## src/rtl/tx_lane_scheduler.sv

```systemverilog
// tx_lane_scheduler: two-requester round-robin byte scheduler for one transmit lane.
//   Params : TRAIN_LEN    - COM cycles emitted after reset release before arbitration
//            SKP_INTERVAL - ARB slots between SKP ordered sets (8..255)
//   Macro  : SKP_INSERT_EN - when defined, periodic SKP ordered sets are inserted
//   Inputs : clk_4f, reset (async, active-low), reqN_data/valid/last
//   Outputs: reqN_ready (combinational), data_out/valid_out (registered),
//            grant (one-hot packet owner), skp_active
module tx_lane_scheduler #(
  parameter int TRAIN_LEN    = 8,
  parameter int SKP_INTERVAL = 32
) (
  input  logic       clk_4f,
  input  logic       reset,
  input  logic [7:0] req0_data,
  input  logic       req0_valid,
  input  logic       req0_last,
  output logic       req0_ready,
  input  logic [7:0] req1_data,
  input  logic       req1_valid,
  input  logic       req1_last,
  output logic       req1_ready,
  output logic [7:0] data_out,
  output logic       valid_out,
  output logic [1:0] grant,
  output logic       skp_active
);
  localparam int TW = (TRAIN_LEN > 1) ? $clog2(TRAIN_LEN) : 1;
  localparam logic [7:0] COM = 8'hBC;

  if (TRAIN_LEN < 1) begin : g_bad_train
    $error("TRAIN_LEN must be at least 1");
  end
  if (SKP_INTERVAL < 8 || SKP_INTERVAL > 255) begin : g_bad_skp
    $error("SKP_INTERVAL must be in 8..255");
  end

`ifdef SKP_INSERT_EN
  localparam logic [7:0] SKP_SYM = 8'h1C;
  typedef enum logic [1:0] {TRAIN, ARB, SKP} state_e;
`else
  typedef enum logic [1:0] {TRAIN, ARB} state_e;
`endif

  state_e        state_q, state_d;
  logic [TW-1:0] train_q, train_d;
  logic [7:0]    data_q, data_d;
  logic          valid_q, valid_d;
  logic [1:0]    grant_q, grant_d;
  logic          ptr_q, ptr_d;
  logic          lock, win1, stall, hs0, hs1, acc_last;

`ifdef SKP_INSERT_EN
  logic [7:0] slot_q, slot_d;
  logic [1:0] seq_q, seq_d;
  logic       pend_q, pend_d, skp_q, skp_d, wrap, pend;
  // A wrap in the current slot counts as pending at once, so an idle lane
  // starts the SKP exactly SKP_INTERVAL slots after the previous one.
  assign wrap  = state_q == ARB && slot_q == 8'(SKP_INTERVAL - 1);
  assign pend  = pend_q || wrap;
  assign stall = pend && !lock;
`else
  assign stall = 1'b0;
`endif

  // win1: requester 1 owns this cycle (lock owner, else round-robin among valid)
  assign lock       = |grant_q;
  assign win1       = lock ? grant_q[1] : req1_valid && (!req0_valid || ptr_q);
  assign req0_ready = state_q == ARB && !stall && !win1 && (lock || req0_valid);
  assign req1_ready = state_q == ARB && !stall && win1;
  assign hs0        = req0_ready && req0_valid;
  assign hs1        = req1_ready && req1_valid;
  assign acc_last   = hs1 ? req1_last : hs0 && req0_last;

  always_comb begin
    state_d = state_q;
    train_d = train_q;
    grant_d = grant_q;
    ptr_d   = ptr_q;
    data_d  = hs1 ? req1_data : hs0 ? req0_data : COM;
    valid_d = hs0 || hs1;
`ifdef SKP_INSERT_EN
    slot_d  = slot_q;
    seq_d   = seq_q;
    pend_d  = pend_q;
    skp_d   = 1'b0;
`endif
    if (state_q == TRAIN) begin
      train_d = train_q + 1'b1;
      if (train_q == TW'(TRAIN_LEN - 1)) state_d = ARB;
    end
    if (hs0 || hs1) begin
      grant_d = acc_last ? 2'b00 : {hs1, hs0};
      ptr_d   = acc_last ? hs0 : ptr_q;
    end
`ifdef SKP_INSERT_EN
    if (state_q == ARB) begin
      slot_d = wrap ? 8'd0 : slot_q + 8'd1;
      pend_d = pend;
      seq_d  = 2'd0;
      if (pend && (!lock || acc_last)) state_d = SKP;
    end
    if (state_q == SKP) begin
      data_d  = seq_q == 2'd0 ? COM : SKP_SYM;
      valid_d = 1'b1;
      skp_d   = 1'b1;
      seq_d   = seq_q + 2'd1;
      if (seq_q == 2'd3) begin
        state_d = ARB;
        slot_d  = 8'd0;
        pend_d  = 1'b0;
      end
    end
`endif
  end

  always_ff @(posedge clk_4f or negedge reset) begin
    if (!reset) begin
      state_q <= TRAIN;
      train_q <= '0;
      data_q  <= COM;
      valid_q <= 1'b0;
      grant_q <= 2'b00;
      ptr_q   <= 1'b0;
    end else begin
      state_q <= state_d;
      train_q <= train_d;
      data_q  <= data_d;
      valid_q <= valid_d;
      grant_q <= grant_d;
      ptr_q   <= ptr_d;
    end
  end

`ifdef SKP_INSERT_EN
  always_ff @(posedge clk_4f or negedge reset) begin
    if (!reset) begin
      slot_q <= 8'd0;
      seq_q  <= 2'd0;
      pend_q <= 1'b0;
      skp_q  <= 1'b0;
    end else begin
      slot_q <= slot_d;
      seq_q  <= seq_d;
      pend_q <= pend_d;
      skp_q  <= skp_d;
    end
  end
  assign skp_active = skp_q;
`else
  assign skp_active = 1'b0;
`endif

  assign data_out  = data_q;
  assign valid_out = valid_q;
  assign grant     = grant_q;
endmodule

```

## config.mk

```make
export PLATFORM = sky130hd
export DESIGN_NAME = tx_lane_scheduler
export DESIGN_NICKNAME = d
export VERILOG_FILES = /design/src/rtl/tx_lane_scheduler.sv
export SDC_FILE = /design/constraint.sdc
export NUM_CORES = 1
export LEC_CHECK = 0
export CAP_MARGIN = 20
export CORE_MARGIN = 10
export CORE_UTILIZATION = 36
export DETAILED_ROUTE_END_ITERATION = 6
export MAX_ROUTING_LAYER = met4
export PLACE_DENSITY = 0.69
export SETUP_SLACK_MARGIN = 0.15
export SYNTH_ARGS = -nofsm -noshare
export SYNTH_HDL_FRONTEND = slang
export SYNTH_SLANG_ARGS = --single-unit
```

## constraint.sdc

```tcl
create_clock -name clk_4f -period 3.6 [get_ports clk_4f]
set_input_delay 0.54 -clock clk_4f [delete_from_list [all_inputs] [get_ports clk_4f]]
set_output_delay 0.54 -clock clk_4f [all_outputs]
set_load 0.03 [all_outputs]
```

==> run summary <==
The flow ran to the end, and the final reports show no timing, DRC or antenna violations. The floorplan step defined a die boundary enclosing 4280 um2. The wire-length estimate of the detail-placed layout is 1470 um. Across the run, the number of max-cap violations was 0. The floorplan step set the die height to 65.4 um. The tools report the via total after detailed routing as 587.

The launch point of the critical path was req0_valid. The wire length of the first global-routing pass was 3040 um. Post-route antenna net violation count: 0.

The number of warnings printed during yosys synthesis came out at 0. The worst setup path is launched from a primary input. Proportion of synthesized chip area in sequential cells: 54.7%. The total placed instance area came out at 1090 um2. The average wire per cell in the routed design was 15.0 um. Post-CTS repair changed the size of 0 cells. The run gives 0 as the final number of max-transition violations. In the routed design, unresolved DRC markers number 0. The synthesis-stage register bit count is 16, and the relative slew slack is 54.3%. Once layout is complete, the utilization of the core stands at 57.5%. The number of standard cells after synthesis is 61, and the number of port buffers is 34.

The logs give 0 for the total of endpoints with negative setup slack in the final report and 16 for the number of clock sinks. Clock-pin slew was measured on the worst setup and hold paths at 90 ps. Measured in cells, the most critical reg-to-reg path has a length of 3. The fraction of the cycle the final worst path needs works out to 75.8%.

The tools report the number of antenna violations at the first check in global routing as 0. For this run, the total global-route usage over all layers was measured as 9.13%. Of the post-synthesis cell area, the dominant cell type holds 37.0%. The number of violations reported at the end of detailed-routing iteration 0 is 15, and the fill cell instance count of the final layout is 184. For the number of antenna cells inserted, the log shows 0. The smallest clock period supported by the final layout is computed as 2730 ps. In this run, post-CTS hold repair placed 0 buffers. Summing every instance area after synthesis gives 743 um2. The first detailed-routing pass took 4 iterations. Of all flip-flops after synthesis, the portion carrying an async set or reset was 100%. The clock reaches the later pin of the worst-skew pair after 280 ps. The relative area change from synthesis to final layout came out at 51.7%. Dividing the synthesized area by the synthesized cell count gives 12.2 um2. Setup repair after global routing left no endpoint under its margin. The residual overflow from global routing was 0; the slew at the pin closest to its max-slew limit was 683 ps. The tools report the effective utilization at floorplan as 37.9%. TritonCTS built the clock tree. The tools report the count of buffers added by post-CTS timing repair for setup as 0.

The startpoint of the lowest-slack register-to-register path was state_q[0]$_DFFE_PN0P_. The area of the core is 1960 um2. The synthesized design spends more area on one cell type than any other, namely sky130_fd_sc_hd__dfrtp_1. Timing would allow up to 0.366 GHz.

Counting flops with a built-in enable in the synthesized netlist gives 0. For the critical path arrival, the log shows 2190 ps. The mean number of vias per cell works out to 4.77. In the final timing run, aggregate negative setup slack is 0 ps. Sorting the synthesized cells by area gives the leading types as sky130_fd_sc_hd__dfrtp_1, sky130_fd_sc_hd__dfstp_2, sky130_fd_sc_hd__o22a_1.

The predominant post-synthesis flop cell is sky130_fd_sc_hd__dfrtp_1. The horizontal die dimension works out to 65.4 um. Number of global-route vias before repair: 637. In the synthesized netlist, the cells that appear most often are sky130_fd_sc_hd__dfrtp_1, sky130_fd_sc_hd__inv_1, sky130_fd_sc_hd__dfstp_2, sky130_fd_sc_hd__o22a_1.

The maximum buffer depth of the clock tree is 2. The depth of the CTS H-tree is 1, and the worst slack after detailed placement is 868 ps. Pin placement for this block handled 36 I/O pins. The clock root buffer master was sky130_fd_sc_hd__clkbuf_4.

Final critical-path setup slack: 871 ps. The most common cell in the synthesized netlist is sky130_fd_sc_hd__dfrtp_1. The logs give 27 for the number of distinct library cells after synthesis and 0 for the number of endpoints with negative hold slack in the final report. The pin count of the biggest net entering global routing came out at 17. In this run the worst path has a maximum fanout of 4. Maximum vdd drop: 0.270 mV. The tools report the number of nets at the end of the flow as 121. In the final layout, the share of cells above drive strength 1 is 17.7%.

STA classifies the critical path endpoint as an output port. The floorplan has 16 rows. The number of nets handed over by synthesis was 85. For the cell area after layout, the log shows 1130 um2. The worst hold path cell count is 1. The path class of the tightest hold or removal check is reg -> reg. The critical path in this run is classified as in -> out.

Total length of routed wires: 1850 um. The ratio of total power to cell area came out at 583 nW/um2. The TritonCTS buffer count came out at 3. The tools report the required time of the critical path as 3060 ps. The analysis attributes to cell leakage a power of 0.496 nW. After layout, the design draws a total of 0.657 mW.

Routability-driven placement finished with a final weighted congestion of 0.747. For the worst clock skew, the log shows 4.51 ps. The tools report the launch point of the worst hold path as train_q[0]$_DFFE_PN0N_.
[where the power goes]
group | switching [mW] | leakage (nW) | internal (mW)
logic | 0.154 | 0.285 | 0.131
clock network | 0.0544 | 0.0210 | 0.0615
registers | 0.0317 | 0.190 | 0.224
total | 0.240 | 0.496 | 0.417
[registers in the layout (all words and copies together) (netlist names)]
signal,flops
data_out,8
grant,2
ptr_q,1
state_q,1
train_q,3
valid_out,1
[per-stage QoR]
step | std cells | hold WS (ps)
5_1_grt | 123 | 500
4_1_cts | 123 | 481
3_3_place_gp | 119 | 461
6_report | 123 | 478
2_1_floorplan | 61 | 244
3_5_place_dp | 119 | 463
[path summary, 6_finish.rpt]
kind / endpoint / slack [ps]
worst max-delay path: req1_ready / 870
worst min-delay path: train_q[0]$_DFFE_PN0N_ / 480
worst max register to register: data_out[4]$_DFF_PN1_ / 2260
worst min register to register: train_q[0]$_DFFE_PN0N_ / 480
max in group asynchronous: train_q[2]$_DFFE_PN0N_ / 2500
min in group asynchronous: data_out[6]$_DFF_PN0_ / 660
[final cells by class]
class	instances	area, um2	area share (%)
clock buffers	4	36.3	3.22
inverters	8	30.0	2.66
multi-input cells	34	280	24.9
flip-flops and latches	16	407	36.1
well taps	27	33.8	3.00
repair buffers	34	340	30.2
[cells in the final DEF (no fill, tap or decap), drive strengths merged]
cell / instances
xnor2: 1
conb: 1
and2: 1
nand3: 2
dfstp: 5
dfrtp: 11
o21a: 1
clkdlybuf4s50: 34
nor3b: 2
o211ai: 1
inv: 8
o311ai: 1
or2b: 1
nor2b: 3
o2bb2ai: 1
a21oi: 1
nand2: 3
or2: 1
o22ai: 3
mux2: 2
clkbuf: 4
ha: 2
a2bb2oi: 1
mux2i: 1
o22a: 5
[critical path: stages]
cell                              delay (ps)
sky130_fd_sc_hd__clkdlybuf4s50_1         490
sky130_fd_sc_hd__nor2b_1                 180
sky130_fd_sc_hd__nor3b_1                 190
sky130_fd_sc_hd__o21a_1                  130
sky130_fd_sc_hd__clkdlybuf4s50_1         660
[per-layer routing]
metal / global-route usage (%) / up-vias / part of all wire, %
met3: 3.22 / 2 / 7.2
met2: 15.0 / 21 / 48
li1: - / 276 / -
met5: - / - / 0
met4: 3.21 / 0 / 0.65
met1: 10.0 / 288 / 44
[cell families after synthesis]
kind of cell | share of synthesized area (%)
other | 0.505
and+or+nand+nor | 10.6
buffers and inverters | 7.58
DFF | 54.7
adders and majority gates | 3.37
xor gates and xnor gates | 1.18
muxes | 4.38
AOI/OAI and AO/OA | 17.7
No activity file was read; power rests on OpenSTA's default activity.
==> RTL edit 1: new RTL, config.mk and constraints unchanged <==
The option `SKP_INSERT_EN` is turned on by a define.
--- a/src/rtl/tx_lane_scheduler.sv
+++ b/src/rtl/tx_lane_scheduler.sv
@@ -5,6 +5,8 @@
 //   Inputs : clk_4f, reset (async, active-low), reqN_data/valid/last
 //   Outputs: reqN_ready (combinational), data_out/valid_out (registered),
 //            grant (one-hot packet owner), skp_active
+`define SKP_INSERT_EN
+
 module tx_lane_scheduler #(
   parameter int TRAIN_LEN    = 8,
   parameter int SKP_INTERVAL = 32
Check against the original RTL: no difference found for any inputs over 10 cycles, from zero or initial values and one cycle with reset low; that may be too few to reach the edited logic, so the function may still have changed.
==> RTL edit 1 against the unedited design <==
Worst hold slack improved by 9.6 ps. Area after synthesis rose by 94%. Count of clock-buffer cells in the layout up 4. Power is 100% higher. Sequential power increased by 100%. Routed wire length increased by 89%. Setup slack lost 420 ps. Synthesized cell count increased by 120%. Sequential cell count is 13 higher. Highest routed layer unchanged. Global-route usage is 1.3 points higher. Final area up 75%.
==> RTL edit 1: results (changes against the unedited design) <==
| Parameter | Value | Unit | Delta |
| --- | --- | --- | --- |
| Run status | completed | - |  |
| Number of buffers added by the clock tree synthesis step | 5 | - | +2 |
| Buffer type at the clock tree root | clkbuf_8 | - |  |
| Non-clock inverter instance count of the final layout | 5 | - | -3 |
| Reg2Reg Capture Point | data_out[0] | - |  |
| Total track usage | 10.4 | % | +1.3 points |
| Number of instances in the placed design | 215 | - | +81% |
| Worst setup endpoint | req0_ready | - |  |
| Reg-to-Reg Start | state_q[1] | - |  |
| Data arrival time of the worst path | 2610 | ps | +420 ps |
| First-pass GRT wire length | 6020 | µm | +98% |
| Drt via density | 5.13 | - | +7.4% |
| Layout buffer count excluding clock buffers | 39 | - | +15% |
| First-pass detailed-route iteration total | 3 | - | -1 |
| Cells on worst reg2reg path | 7 | - | +4 |
| Fillcell total | 324 | - | +76% |
| Delay of the slowest cell on the worst path | 710 | ps | +50 ps |
| FF+latch area | 732 | µm² | +80% |
| Wire length on met1 | 1580 | µm | +96% |
| Clock buffer instance count of the final layout | 8 | - | +4 |
| Top post-synthesis cells by area | dfrtp_1 (42%), dfstp_2 (9.1%), ha_1 (6.9%), nor2_1 (3.6%), a21oi_1 (2.8%) | - |  |
| Detailed Route WL | 3490 | µm | +89% |
| Count of vias placed by the detailed router | 1148 | - | +96% |
| Via count of the first global-routing pass | 1217 | - | +91% |
| Sum of net half-perimeters after detailed placement | 2710 | µm | +84% |
| DP Area | 1870 | µm² | +71% |
| M2 GR Usage | 16.3 | % | +1.3 points |
| Count of flip-flops and latches | 29 | - | +13 |
| Startpoint-to-endpoint class of the critical path | reg -> out | - |  |
| Leakage | 0.840 | nW | +69% |
| Worst hold slack | 488 | ps | +9.63 ps |
| Count of cell types in the netlist | 38 | - | +41% |
| Leading post-synthesis cells by instance count | dfrtp_1 (24), nor2_1 (14), nand2_1 (9) | - |  |
## RTL edit 1: changes by cell type in the layout (fill, tap and decap cells not counted), sizes merged, moves of 5 or more
cell and change:
dfrtp +13, ha +6, nor2 +15, nand2 +6, a21oi +8, o22a -5
## RTL edit 1: power breakdown
| group | total (mW) | internal [mW] | switching [mW] |
|---|---|---|---|
| Clock | 0.270 | 0.155 | 0.115 |
| Combinational | 0.554 | 0.247 | 0.307 |
| Sequential | 0.515 | 0.437 | 0.0783 |
## RTL edit 1: logic make-up after synthesis
| family | count (synthesis) | share of synthesized area, % |
|---|---|---|
| muxes | 2 | 1.56 |
| DFF | 29 | 50.7 |
| AOI/OAI and AO/OA | 30 | 16.0 |
| adders and majority gates | 8 | 6.93 |
| xor gates and xnor gates | 5 | 3.03 |
| and+or+nand+nor | 50 | 19.7 |
| buffers and inverters | 8 | 2.08 |
==> RTL edit 2: new RTL, same settings <==
Without the edit above. Set the parameter `TRAIN_LEN` to 4 (it was 8).
--- a/src/rtl/tx_lane_scheduler.sv
+++ b/src/rtl/tx_lane_scheduler.sv
@@ -6,7 +6,7 @@
 //   Outputs: reqN_ready (combinational), data_out/valid_out (registered),
 //            grant (one-hot packet owner), skp_active
 module tx_lane_scheduler #(
-  parameter int TRAIN_LEN    = 8,
+  parameter int TRAIN_LEN    = 4,
   parameter int SKP_INTERVAL = 32
 ) (
   input  logic       clk_4f,
Check against the original RTL: not equivalent (a bounded check fails within 10 cycles, from zero or initial values and one cycle with reset low).
==> RTL edit 2 against the unedited design <==
Power is 2.7% higher. Sequential share of layout area is 0.99 points higher. Sequential cell count is 1 lower. Final area is 8.7% lower. Die area is 9.3% lower. Area after synthesis is 13% lower. Setup slack better by 110 ps. Global-route usage is 0.12 points higher. Routed wire length is 8.3% lower.
==> RTL edit 2: results (changes against the unedited design) <==
| Parameter | Value | Unit | Delta |
| --- | --- | --- | --- |
| Run status | completed | - |  |
| DP Area | 1000 | µm² | -8.0% |
| Routability congestion estimate | 0.820 | - | +9.8% |
| Leading post-synthesis cells by instance count | dfrtp_1 (10), dfstp_2 (5), o22a_1 (5) | - |  |
| Drt via density | 4.68 | - | -2.0% |
| Layout cells sized above 1 | 11.2 | % | -6.5 points |
| First-pass GRT wire length | 2770 | µm | -8.8% |
| Start point of the critical path | req0_valid | - |  |
| Total global routing overflow | 0 | - | unchanged |
| Buffer depth of the longest clock path | 2 | - | unchanged |
| Post-CTS resize count | 0 | - | unchanged |
| Worst Clk Skew | 0.869 | ps | -3.64 ps |
| Pin count of the biggest net entering global routing | 16 | - | -1 |
| Flip-flop count of the largest register after layout | 8 | - | unchanged |
| Buffer type at the clock tree root | clkbuf_4 | - |  |
| Max H-tree Level | 1 | - | unchanged |
| First-iteration detailed-routing DRC count | 23 | - | +8 |
| Leakage | 0.439 | nW | -11% |
| Proportion of register bits with asynchronous set or reset after synthesis | 100 | % | unchanged |
| Max rail drop VDD | 0.000301 | V | +12% |
| Via count of the first global-routing pass | 548 | - | -14% |
| Top post-synthesis cells by area | dfrtp_1 (39%), dfstp_2 (20%), o22a_1 (6.8%), a22o_1 (4.1%), nor2b_1 (2.9%) | - |  |
| Clock transition at the register clock pins on the worst setup and hold paths after CTS | 90 | ps | about the same |
| Number of endpoints with negative hold slack in the final report | 0 | - | unchanged |
| First-pass detailed-route iteration total | 2 | - | -2 |
| Number of nets produced by synthesis | 76 | - | -11% |
| Post-CTS Setup Bufs | 0 | - | unchanged |
| Number of buffers added by the clock tree synthesis step | 3 | - | unchanged |
| Count of placed standard cells in the final layout, fillers left out | 114 | - | -7.3% |
| Number of antenna repair diodes | 0 | - | unchanged |
| Total track usage | 9.25 | % | +0.12 points |
| Fillcell total | 136 | - | -26% |
| Largest driver fanout on the critical path | 6 | - | +2 |
| Startpoint of the worst hold path | train_q[0] | - |  |
| Number of buffers added on ports | 34 | - | unchanged |
| Detailed Route WL | 1700 | µm | -8.3% |
| Synth Area per Inst | 12.2 | µm² | -0.21% |
| Count of cell types in the netlist | 27 | - | unchanged |
| Part of the Yosys area used for sequential elements | 59.2 | % | +4.5 points |
| Sum of net half-perimeters after detailed placement | 1370 | µm | -6.8% |
| Initial antenna violation count | 0 | - | unchanged |
| Reg-to-Reg Start | state_q[0] | - |  |
| Slew at the pin with the worst max-slew slack | 637 | ps | -46.0 ps |
| Hold Crit Class | reg -> reg | - |  |
| Number of synthesis warnings | 0 | - | unchanged |
==> RTL edit 2: changes by cell type after synthesis, sizes merged, moves of 2 or more <==
cell | unedited run | this run
a22o | 0 | 3
o22ai | 3 | 0
nand3b | 0 | 2
inv | 8 | 1
==> RTL edit 2: worst max-delay path: stages <==
cell	delay [ps]
clkdlybuf4s50_1	500
nand2b_1	110
nand3b_1	70
a21boi_0	160
clkdlybuf4s50_1	690
==> RTL edit 2: path summary, 6_finish.rpt <==
path | end | slack [ps] | cells after the start
max | req1_ready | 980 | 5
min | train_q[0] | 480 | 1
max reg2reg | grant[1] | 2210 | 3
min reg2reg | train_q[0] | 480 | 1
max in group asynchronous | ptr_q | 2550 | 1
min in group asynchronous | data_out[0] | 640 | 1
==> RTL edit 2: per-stage QoR <==
step	setup WS, ps	util, %	hold slack, ps
6_report	982	60.3	482
5_1_grt	886	60.3	496
2_1_floorplan	1630	-	244
3_5_place_dp	988	58.8	465
3_3_place_gp	1000	58.8	462
4_1_cts	980	60.3	481
==> RTL edit 2: cells by family (layout without fill, tap and decap cells) <==
| logic type | Yosys count | count (layout) | share of synthesized area [%] |
|---|---|---|---|
| AND/OR/NAND/NOR | 18 | 18 | 15.9 |
| AO/OA/AOI/OAI | 12 | 12 | 15.1 |
| other | 1 | 1 | 0.582 |
| multiplexers | 2 | 2 | 3.30 |
| XOR/XNOR | 1 | 1 | 1.36 |
| buffers and inverters | 3 | 39 | 2.52 |
| flip-flops | 15 | 15 | 59.2 |
| adder cells (fa/ha/maj) | 1 | 1 | 1.94 |
==> RTL edit 2: routing by layer <==
layer	GRT usage, %	part of all wire (%)	vias to the layer above
met4	5.87	2.9	0
met3	3.05	4.7	4
li1	-	-	260
met5	-	0	-
met1	9.87	44	250
met2	14.5	48	19
==> RTL edit 2: area by class of cell <==
class / instances / area, µm² / share of cell area (%)
Sequential cell: 15 / 382 / 37.1
Clock buffer: 4 / 26.3 / 2.55
Timing Repair Buffer: 34 / 340 / 33.0
Tap cell: 25 / 31.3 / 3.04
Inverter: 1 / 3.75 / 0.365
Multi-Input combinational cell: 35 / 246 / 23.9
==> RTL edit 2: where the power goes <==
part / switching [mW] / leakage [nW] / internal (mW)
sequential: 0.0258 / 0.176 / 0.221
clock: 0.0532 / 0.0150 / 0.0431
combinational: 0.182 / 0.248 / 0.149
total: 0.261 / 0.439 / 0.414
